File: src/rtl/garduino_adc_spi_reader_if.sv
// Avalon-MM slave bus bundle between the Nios host and the ADC reader.
// Latency: none, this file only groups wires.
// Backpressure: none; the Avalon slave has no wait states.
interface garduino_adc_spi_reader_if;
   logic [3:0]  address;
   logic        chipselect;
   logic        write_n;
   logic [31:0] writedata;
   logic [31:0] readdata;

   modport master (
      output address, chipselect, write_n, writedata,
      input  readdata
   );

   modport slave (
      input  address, chipselect, write_n, writedata,
      output readdata
   );
endinterface

File: src/rtl/garduino_adc_spi_reader.sv
// Scans an ADC128S022-class serial ADC and holds the latest 12-bit code per channel.
// Latency: 35*CLK_DIV clk cycles per frame, NUM_CH+1 frames per sweep; reads are combinational.
// Backpressure: none. A START written while busy is ignored. Optional irq output under `ADC_IRQ_EN.
module garduino_adc_spi_reader #(
   parameter int CLK_DIV = 25,
   parameter int NUM_CH  = 8
) (
   input  logic clk,
   input  logic reset_n,
   garduino_adc_spi_reader_if.slave bus,
   output logic adc_cs_n,
   output logic adc_sclk,
   output logic adc_din,
   input  logic adc_dout
`ifdef ADC_IRQ_EN
   ,
   output logic irq
`endif
);

   localparam logic [2:0] ST_IDLE  = 3'd0;
   localparam logic [2:0] ST_SETUP = 3'd1;
   localparam logic [2:0] ST_SHIFT = 3'd2;
   localparam logic [2:0] ST_HOLD  = 3'd3;
   localparam logic [2:0] ST_GAP   = 3'd4;

   localparam logic [7:0] DIV_LAST = 8'(CLK_DIV - 1);
   localparam logic [3:0] NUM_CH_W = 4'(NUM_CH);

   logic [2:0]  state;
   logic [7:0]  cnt;
   logic [4:0]  hcnt;
   logic [3:0]  k;
   logic [15:0] sr;
   logic        dout_s1, dout_s2;
   logic        ctrl_cont, ctrl_irq_en;
   logic        done;
   logic [7:0]  sweep_cnt;
   logic [11:0] res_code [NUM_CH];
   logic        res_vld  [NUM_CH];

   logic        wr, start_wr, done_clr, cnt_end, sweep_end, store;
   logic [2:0]  ch;
   logic [15:0] frame_word;

   assign wr        = bus.chipselect && !bus.write_n;
   assign start_wr  = wr && (bus.address == 4'd0) && bus.writedata[1];
   assign done_clr  = wr && (bus.address == 4'd1) && bus.writedata[1];
   assign cnt_end   = (cnt == DIV_LAST);
   assign sweep_end = (state == ST_GAP) && cnt_end && (k == NUM_CH_W);
   // The final frame (k == NUM_CH) readdresses channel 0 only to flush the pipeline.
   assign ch         = (k == NUM_CH_W) ? 3'd0 : k[2:0];
   assign frame_word = {2'b00, ch, 11'd0};
   // Frame 0 returns a stale conversion, so frame k lands in slot k-1.
   assign store = (state == ST_SHIFT) && cnt_end && (hcnt == 5'd31) && (k != 4'd0);

   logic unused_ok;
   assign unused_ok = ^{bus.writedata[31:3], sr[15:12]};

   // Two-flop synchroniser for the ADC data line.
   always_ff @(posedge clk or negedge reset_n) begin
      if (!reset_n) begin
         dout_s1 <= 1'b0;
         dout_s2 <= 1'b0;
      end else begin
         dout_s1 <= adc_dout;
         dout_s2 <= dout_s1;
      end
   end

   // Host-writable control bits; START is not stored, it only launches a sweep.
   always_ff @(posedge clk or negedge reset_n) begin
      if (!reset_n) begin
         ctrl_cont   <= 1'b0;
         ctrl_irq_en <= 1'b0;
      end else if (wr && bus.address == 4'd0) begin
         ctrl_cont   <= bus.writedata[0];
         ctrl_irq_en <= bus.writedata[2];
      end
   end

   // Frame sequencer: drives cs_n/sclk/din and shifts in dout on rising sclk.
   always_ff @(posedge clk or negedge reset_n) begin
      if (!reset_n) begin
         state     <= ST_IDLE;
         cnt       <= 8'd0;
         hcnt      <= 5'd0;
         k         <= 4'd0;
         sr        <= 16'd0;
         adc_cs_n  <= 1'b1;
         adc_sclk  <= 1'b1;
         adc_din   <= 1'b0;
         sweep_cnt <= 8'd0;
      end else begin
         case (state)
            ST_IDLE: begin
               if (start_wr || ctrl_cont) begin
                  state    <= ST_SETUP;
                  adc_cs_n <= 1'b0;
                  k        <= 4'd0;
                  cnt      <= 8'd0;
               end
            end
            ST_SETUP: begin
               if (cnt_end) begin
                  state    <= ST_SHIFT;
                  cnt      <= 8'd0;
                  hcnt     <= 5'd0;
                  adc_sclk <= 1'b0;
                  adc_din  <= frame_word[15];
               end else begin
                  cnt <= cnt + 8'd1;
               end
            end
            ST_SHIFT: begin
               if (cnt_end) begin
                  cnt  <= 8'd0;
                  hcnt <= hcnt + 5'd1;
                  if (!hcnt[0]) begin
                     adc_sclk <= 1'b1;
                     sr       <= {sr[14:0], dout_s2};
                  end else if (hcnt == 5'd31) begin
                     state <= ST_HOLD;
                  end else begin
                     adc_sclk <= 1'b0;
                     adc_din  <= frame_word[4'd14 - hcnt[4:1]];
                  end
               end else begin
                  cnt <= cnt + 8'd1;
               end
            end
            ST_HOLD: begin
               if (cnt_end) begin
                  state    <= ST_GAP;
                  cnt      <= 8'd0;
                  adc_cs_n <= 1'b1;
                  adc_din  <= 1'b0;
               end else begin
                  cnt <= cnt + 8'd1;
               end
            end
            ST_GAP: begin
               if (cnt_end) begin
                  cnt <= 8'd0;
                  if (k != NUM_CH_W) begin
                     k        <= k + 4'd1;
                     state    <= ST_SETUP;
                     adc_cs_n <= 1'b0;
                  end else begin
                     sweep_cnt <= sweep_cnt + 8'd1;
                     if (ctrl_cont) begin
                        k        <= 4'd0;
                        state    <= ST_SETUP;
                        adc_cs_n <= 1'b0;
                     end else begin
                        state <= ST_IDLE;
                     end
                  end
               end else begin
                  cnt <= cnt + 8'd1;
               end
            end
            default: state <= ST_IDLE;
         endcase
      end
   end

   // Result registers update whole on HOLD entry so reads never see a partial code.
   always_ff @(posedge clk or negedge reset_n) begin
      if (!reset_n) begin
         for (int n = 0; n < NUM_CH; n++) begin
            res_code[n] <= 12'd0;
            res_vld[n]  <= 1'b0;
         end
      end else if (store) begin
         for (int n = 0; n < NUM_CH; n++) begin
            if (k == 4'(n + 1)) begin
               res_code[n] <= sr[11:0];
               res_vld[n]  <= 1'b1;
            end
         end
      end
   end

   // Sticky DONE; a sweep completing in the same cycle as a host clear keeps it set.
   always_ff @(posedge clk or negedge reset_n) begin
      if (!reset_n) begin
         done <= 1'b0;
      end else if (sweep_end) begin
         done <= 1'b1;
      end else if (done_clr) begin
         done <= 1'b0;
      end
   end

`ifdef ADC_IRQ_EN
   // Registered interrupt, one cycle behind DONE.
   always_ff @(posedge clk or negedge reset_n) begin
      if (!reset_n) begin
         irq <= 1'b0;
      end else begin
         irq <= done && ctrl_irq_en;
      end
   end
`endif

   // Combinational read mux; unmapped words read zero.
   always_comb begin
      bus.readdata = 32'd0;
      case (bus.address)
         4'd0: bus.readdata = {29'd0, ctrl_irq_en, 1'b0, ctrl_cont};
         4'd1: bus.readdata = {16'd0, sweep_cnt, 6'd0, done, (state != ST_IDLE)};
         default: begin
            for (int n = 0; n < NUM_CH; n++) begin
               if (bus.address == 4'(8 + n)) begin
                  bus.readdata = {res_vld[n], 19'd0, res_code[n]};
               end
            end
         end
      endcase
   end

endmodule

File: src/flat_wrapper.sv
// flat-port wrapper written by rule: the top's interface ports become plain ports
module garduino_adc_spi_reader_flat 
#(
   parameter int CLK_DIV = 25,
   parameter int NUM_CH  = 8
)
  (clk, reset_n, adc_cs_n, adc_sclk, adc_din, adc_dout, bus_address, bus_chipselect, bus_write_n, bus_writedata, bus_readdata);
  garduino_adc_spi_reader_if bus_i ();
  input  logic clk;
  input  logic reset_n;
  output logic adc_cs_n;
  output logic adc_sclk;
  output logic adc_din;
  input  logic adc_dout;
  input wire logic [$bits(bus_i.address)-1:0] bus_address;
  input wire logic [$bits(bus_i.chipselect)-1:0] bus_chipselect;
  input wire logic [$bits(bus_i.write_n)-1:0] bus_write_n;
  input wire logic [$bits(bus_i.writedata)-1:0] bus_writedata;
  output wire logic [$bits(bus_i.readdata)-1:0] bus_readdata;
  assign bus_i.address = bus_address;
  assign bus_i.chipselect = bus_chipselect;
  assign bus_i.write_n = bus_write_n;
  assign bus_i.writedata = bus_writedata;
  assign bus_readdata = bus_i.readdata;
  garduino_adc_spi_reader #(.CLK_DIV(CLK_DIV), .NUM_CH(NUM_CH)) u_core (.clk(clk), .reset_n(reset_n), .bus(bus_i), .adc_cs_n(adc_cs_n), .adc_sclk(adc_sclk), .adc_din(adc_din), .adc_dout(adc_dout));
endmodule
File: config.mk
export PLATFORM = sky130hd
export DESIGN_NAME = garduino_adc_spi_reader_flat
export DESIGN_NICKNAME = d
export VERILOG_FILES = /design/src/rtl/garduino_adc_spi_reader_if.sv /design/src/rtl/garduino_adc_spi_reader.sv /design/src/flat_wrapper.sv
export SDC_FILE = /design/constraint.sdc
export NUM_CORES = 1
export LEC_CHECK = 0
export CORE_AREA = 5 5 117 119
export DETAILED_ROUTE_END_ITERATION = 8
export DIE_AREA = 0 0 122 124
export PLACE_DENSITY = 0.85
export SYNTH_ARGS = -nofsm -noshare
export SYNTH_HDL_FRONTEND = slang
export SYNTH_SLANG_ARGS = --single-unit
File: constraint.sdc
create_clock -name clk -period 5.81 [get_ports clk]
set_input_delay 0.581 -clock clk [delete_from_list [all_inputs] [get_ports clk]]
set_output_delay 0.581 -clock clk [all_outputs]
set_load 0.02 [all_outputs]
==> results by group <==
Status
  • Status: completed

Critical path
  • Worst-path maximum fanout: 23
  • Data required, critical path: 5.23 ns
  • Critical Path AT: 3.81 ns
  • Critical path type: in -> out
  • Critical path capture point type: output pin
  • Startpoint types: input pin

Power
  • Seq pwr share: 44.3%
  • Logic gate share of total power: 13.9%
  • PwrDens: 321 mW/mm2
  • Total Power: 2.74 mW
  • Leak: 4.02 nW
  • Max IR drop VDD: 205 uV
  • Clock power frac: 41.8%
  • Net Sw Frac: 27.2%
  • Switching Power: 0.744 mW
  • Internal Dissipation: 1.99 mW

Logic synthesis
  • Synth cell types: 63
  • Share of flip-flops with an asynchronous set or reset: 100%
  • Ranking of synthesized cells by area: dfrtp_1, mux2_2, mux2i_1
  • Post-synth top area share: 49.2%
  • YS warnings: 0
  • EDFF count, synth: 0
  • Register area share after synthesis: 49.9%
  • Synth area leader: dfrtp_1
  • Mapped Avg Cell Area: 11.4 um2
  • Post-Synthesis Cells: 668
  • Post-Syn Area: 0.00763 mm2
  • Dominant synthesized flop cell: dfrtp_1
  • Yosys reg bits: 152

Global routing
  • First-pass GRT wire length: 28100 um
  • Total GRT Usage: 24.4%
  • Pin count of the biggest net entering global routing: 92
  • Initial antenna violation count: 0
  • Gr ovfl total: 0
  • Vias in the first global route: 5469

Timing
  • Final period util: 75.5%
  • Final worst slack: 1.42 ns
  • Highest clock rate: 0.228 GHz
  • Setup TNS: 0 ns
  • Max-slew violations: 0
  • Worst Tran Pin Value: 1.02 ns
  • Slew margin rel.: 31.6%
  • RSZ-0062 raised after global routing: false
  • Min Tclk post-route: 4.39 ns
  • Clock skew: 0.00953 ns
  • Endpoints failing setup: 0
  • Final Hold Viols: 0

Clock tree
  • CTS Hold Buffers Added: 0
  • Resized Gates After CTS: 0
  • Worst-path clk slew: 0.06 ns
  • Clock sink total: 152
  • CTS tree: done
  • Htree depth: 4
  • CTS Buf Count: 17
  • Clock root buffer: clkbuf_16
  • Setup repair bufs after CTS: 0
  • Clk buf depth: 2
  • Clk_lat worst skew: 0.43 ns

Finish
  • Final instance area: 0.00854 mm2
  • Final net count: 725
  • Diodes inserted: 0
  • Non-filler cells, final: 857
  • Layout cell share with drive strength beyond 1: 25.0%
  • P&R area growth vs syn: 11.9%

Route
  • Routed len/inst: 20.3 um
  • Antenna Nets Post-Route: 0
  • Vias: 5319
  • DRC: 0
  • Avg Vias per Cell: 6.21
  • WL final: 17400 um
  • First drt pass iteration count: 5
  • Initial drt markers: 514

Job
  • Maxcap violations: 0

Floorplan
  • Core box area: 0.0125 mm2
  • DIE AREA: 0.0151 mm2
  • Boundary Pins: 76
  • Die width: 122 um
  • Die height: 124 um
  • Row count: 41
  • Initial core utilization: 61.2%

Placed design
  • IO buf count: 31
  • Gpl congestion: 0.839
  • HPWL Detailed: 10700 um
  • Placed instance area: 0.00792 mm2
  • Placed Instances: 826
  • Setup Slack @ Placement: 1.51 ns

Min path
  • Worst min path class: in -> async
metal layers:
metal,up-vias,part of all wire [%],GRT usage (%)
met2,166,50,41.2
met5,-,0,0
met1,2725,42,30.2
li1,2374,-,-
met4,0,3.3,11.9
met3,54,4.7,4.90
synth_stat cells (3+ instances only):
library cell / instances
a211oi_1: 7
o2bb2ai_1: 7
nand4_1: 4
mux4_2: 3
xnor2_1: 7
a22o_1: 4
and3_1: 6
buf_2: 11
buf_4: 15
nor2b_1: 4
nand3_1: 16
nand2_1: 47
clkbuf_1: 23
mux2_2: 112
nor4b_1: 3
nand3b_1: 5
a31oi_1: 7
a21oi_1: 26
o211ai_1: 10
xor2_1: 6
o31ai_1: 3
o21a_1: 7
nor2_1: 16
nand2b_1: 24
or2_2: 5
nor3_1: 12
buf_1: 14
dfrtp_1: 150
inv_1: 12
mux2i_1: 18
o21ai_0: 28
o22ai_1: 9
ha_1: 11
flip-flops by register name, summed over array words and instances (netlist names):
register	cells
u_core.adc_cs_n	1
u_core.adc_din	1
u_core.ctrl_cont	1
u_core.hcnt	5
u_core.dout_s1	1
u_core.k	4
u_core.ctrl_irq_en	1
u_core.state	3
u_core.dout_s2	1
u_core.sr	12
u_core.adc_sclk	1
u_core.sweep_cnt	8
u_core.cnt	8
u_core.res_code	96
u_core.done	1
u_core.res_vld	8
cell type report:
type	instances	area [um2]
Clock buffer	23	498
Clock inverter	8	118
Fill cell	878	3930
Inverter	12	45.0
Multi-Input combinational cell	453	3500
Sequential cell	152	3810
Tap cell	172	215
Timing Repair Buffer	37	352
power by group through the flow:
stage | registers (mW) | clock network (mW) | logic, mW
2_1_floorplan | 1.19 | 0 | 0.315
3_3_place_gp | 1.22 | 0 | 0.357
3_5_place_dp | 1.23 | 0 | 0.375
4_1_cts | 1.21 | 1.15 | 0.379
5_1_grt | 1.23 | 1.20 | 0.418
6_report | 1.21 | 1.14 | 0.382
through the flow:
stage                     util [%]  hold WS (ns)
after floorplan                  -         0.285
after global placement        63.6         0.335
after detailed placement      63.6         0.346
final                         68.5         0.224
after global routing          68.5         0.292
after CTS                     68.5         0.254
layout by cell type, fill, tap and decap left out, types with 15 or more instances in the layout:
master,count
o21ai_0,28
nand3_1,16
conb_1,15
clkdlybuf4s50_1,29
mux2_2,112
nor2_1,16
a21oi_1,26
dfrtp_1,150
nand2b_1,24
nand2_1,47
clkbuf_16,17
mux2i_1,18
worst max-delay path, cell delays in order:
cell             delay [ns]
clkdlybuf4s50_1        0.95
nor3_1                 0.77
and2_0                 0.46
a21oi_1                0.14
a21oi_1                0.25
clkdlybuf4s50_1        0.66
cell families (layout without fill, tap and decap cells):
group | count (synthesis) | after routing | synth area share, %
buffers and inverters | 77 | 80 | 4.90
adder cells (fa/ha/maj) | 11 | 11 | 1.80
other | 1 | 15 | 0.0492
XOR/XNOR | 13 | 13 | 1.49
AND/OR/NAND/NOR | 163 | 163 | 12.0
AO/OA/AOI/OAI | 118 | 118 | 10.1
multiplexers | 133 | 133 | 19.8
flip-flops | 152 | 152 | 49.9
path summary, 6_finish.rpt:
path | to | startpoint | slack (ns) | cells after the start
setup reg to reg | u_core.res_code[51] | u_core.hcnt[1] | 2.69 | 7
hold reg to reg | u_core.dout_s2 | u_core.dout_s1 | 0.36 | 0
setup / recovery | bus_readdata[1] | bus_address[1] | 1.42 | 6
hold / removal | u_core.res_vld[7] | reset_n | 0.22 | 1
min in group clk | u_core.dout_s2 | u_core.dout_s1 | 0.36 | 0
max in group asynchronous | u_core.k[3] | reset_n | 4.27 | 2
No activity file was read; power rests on OpenSTA's default activity.
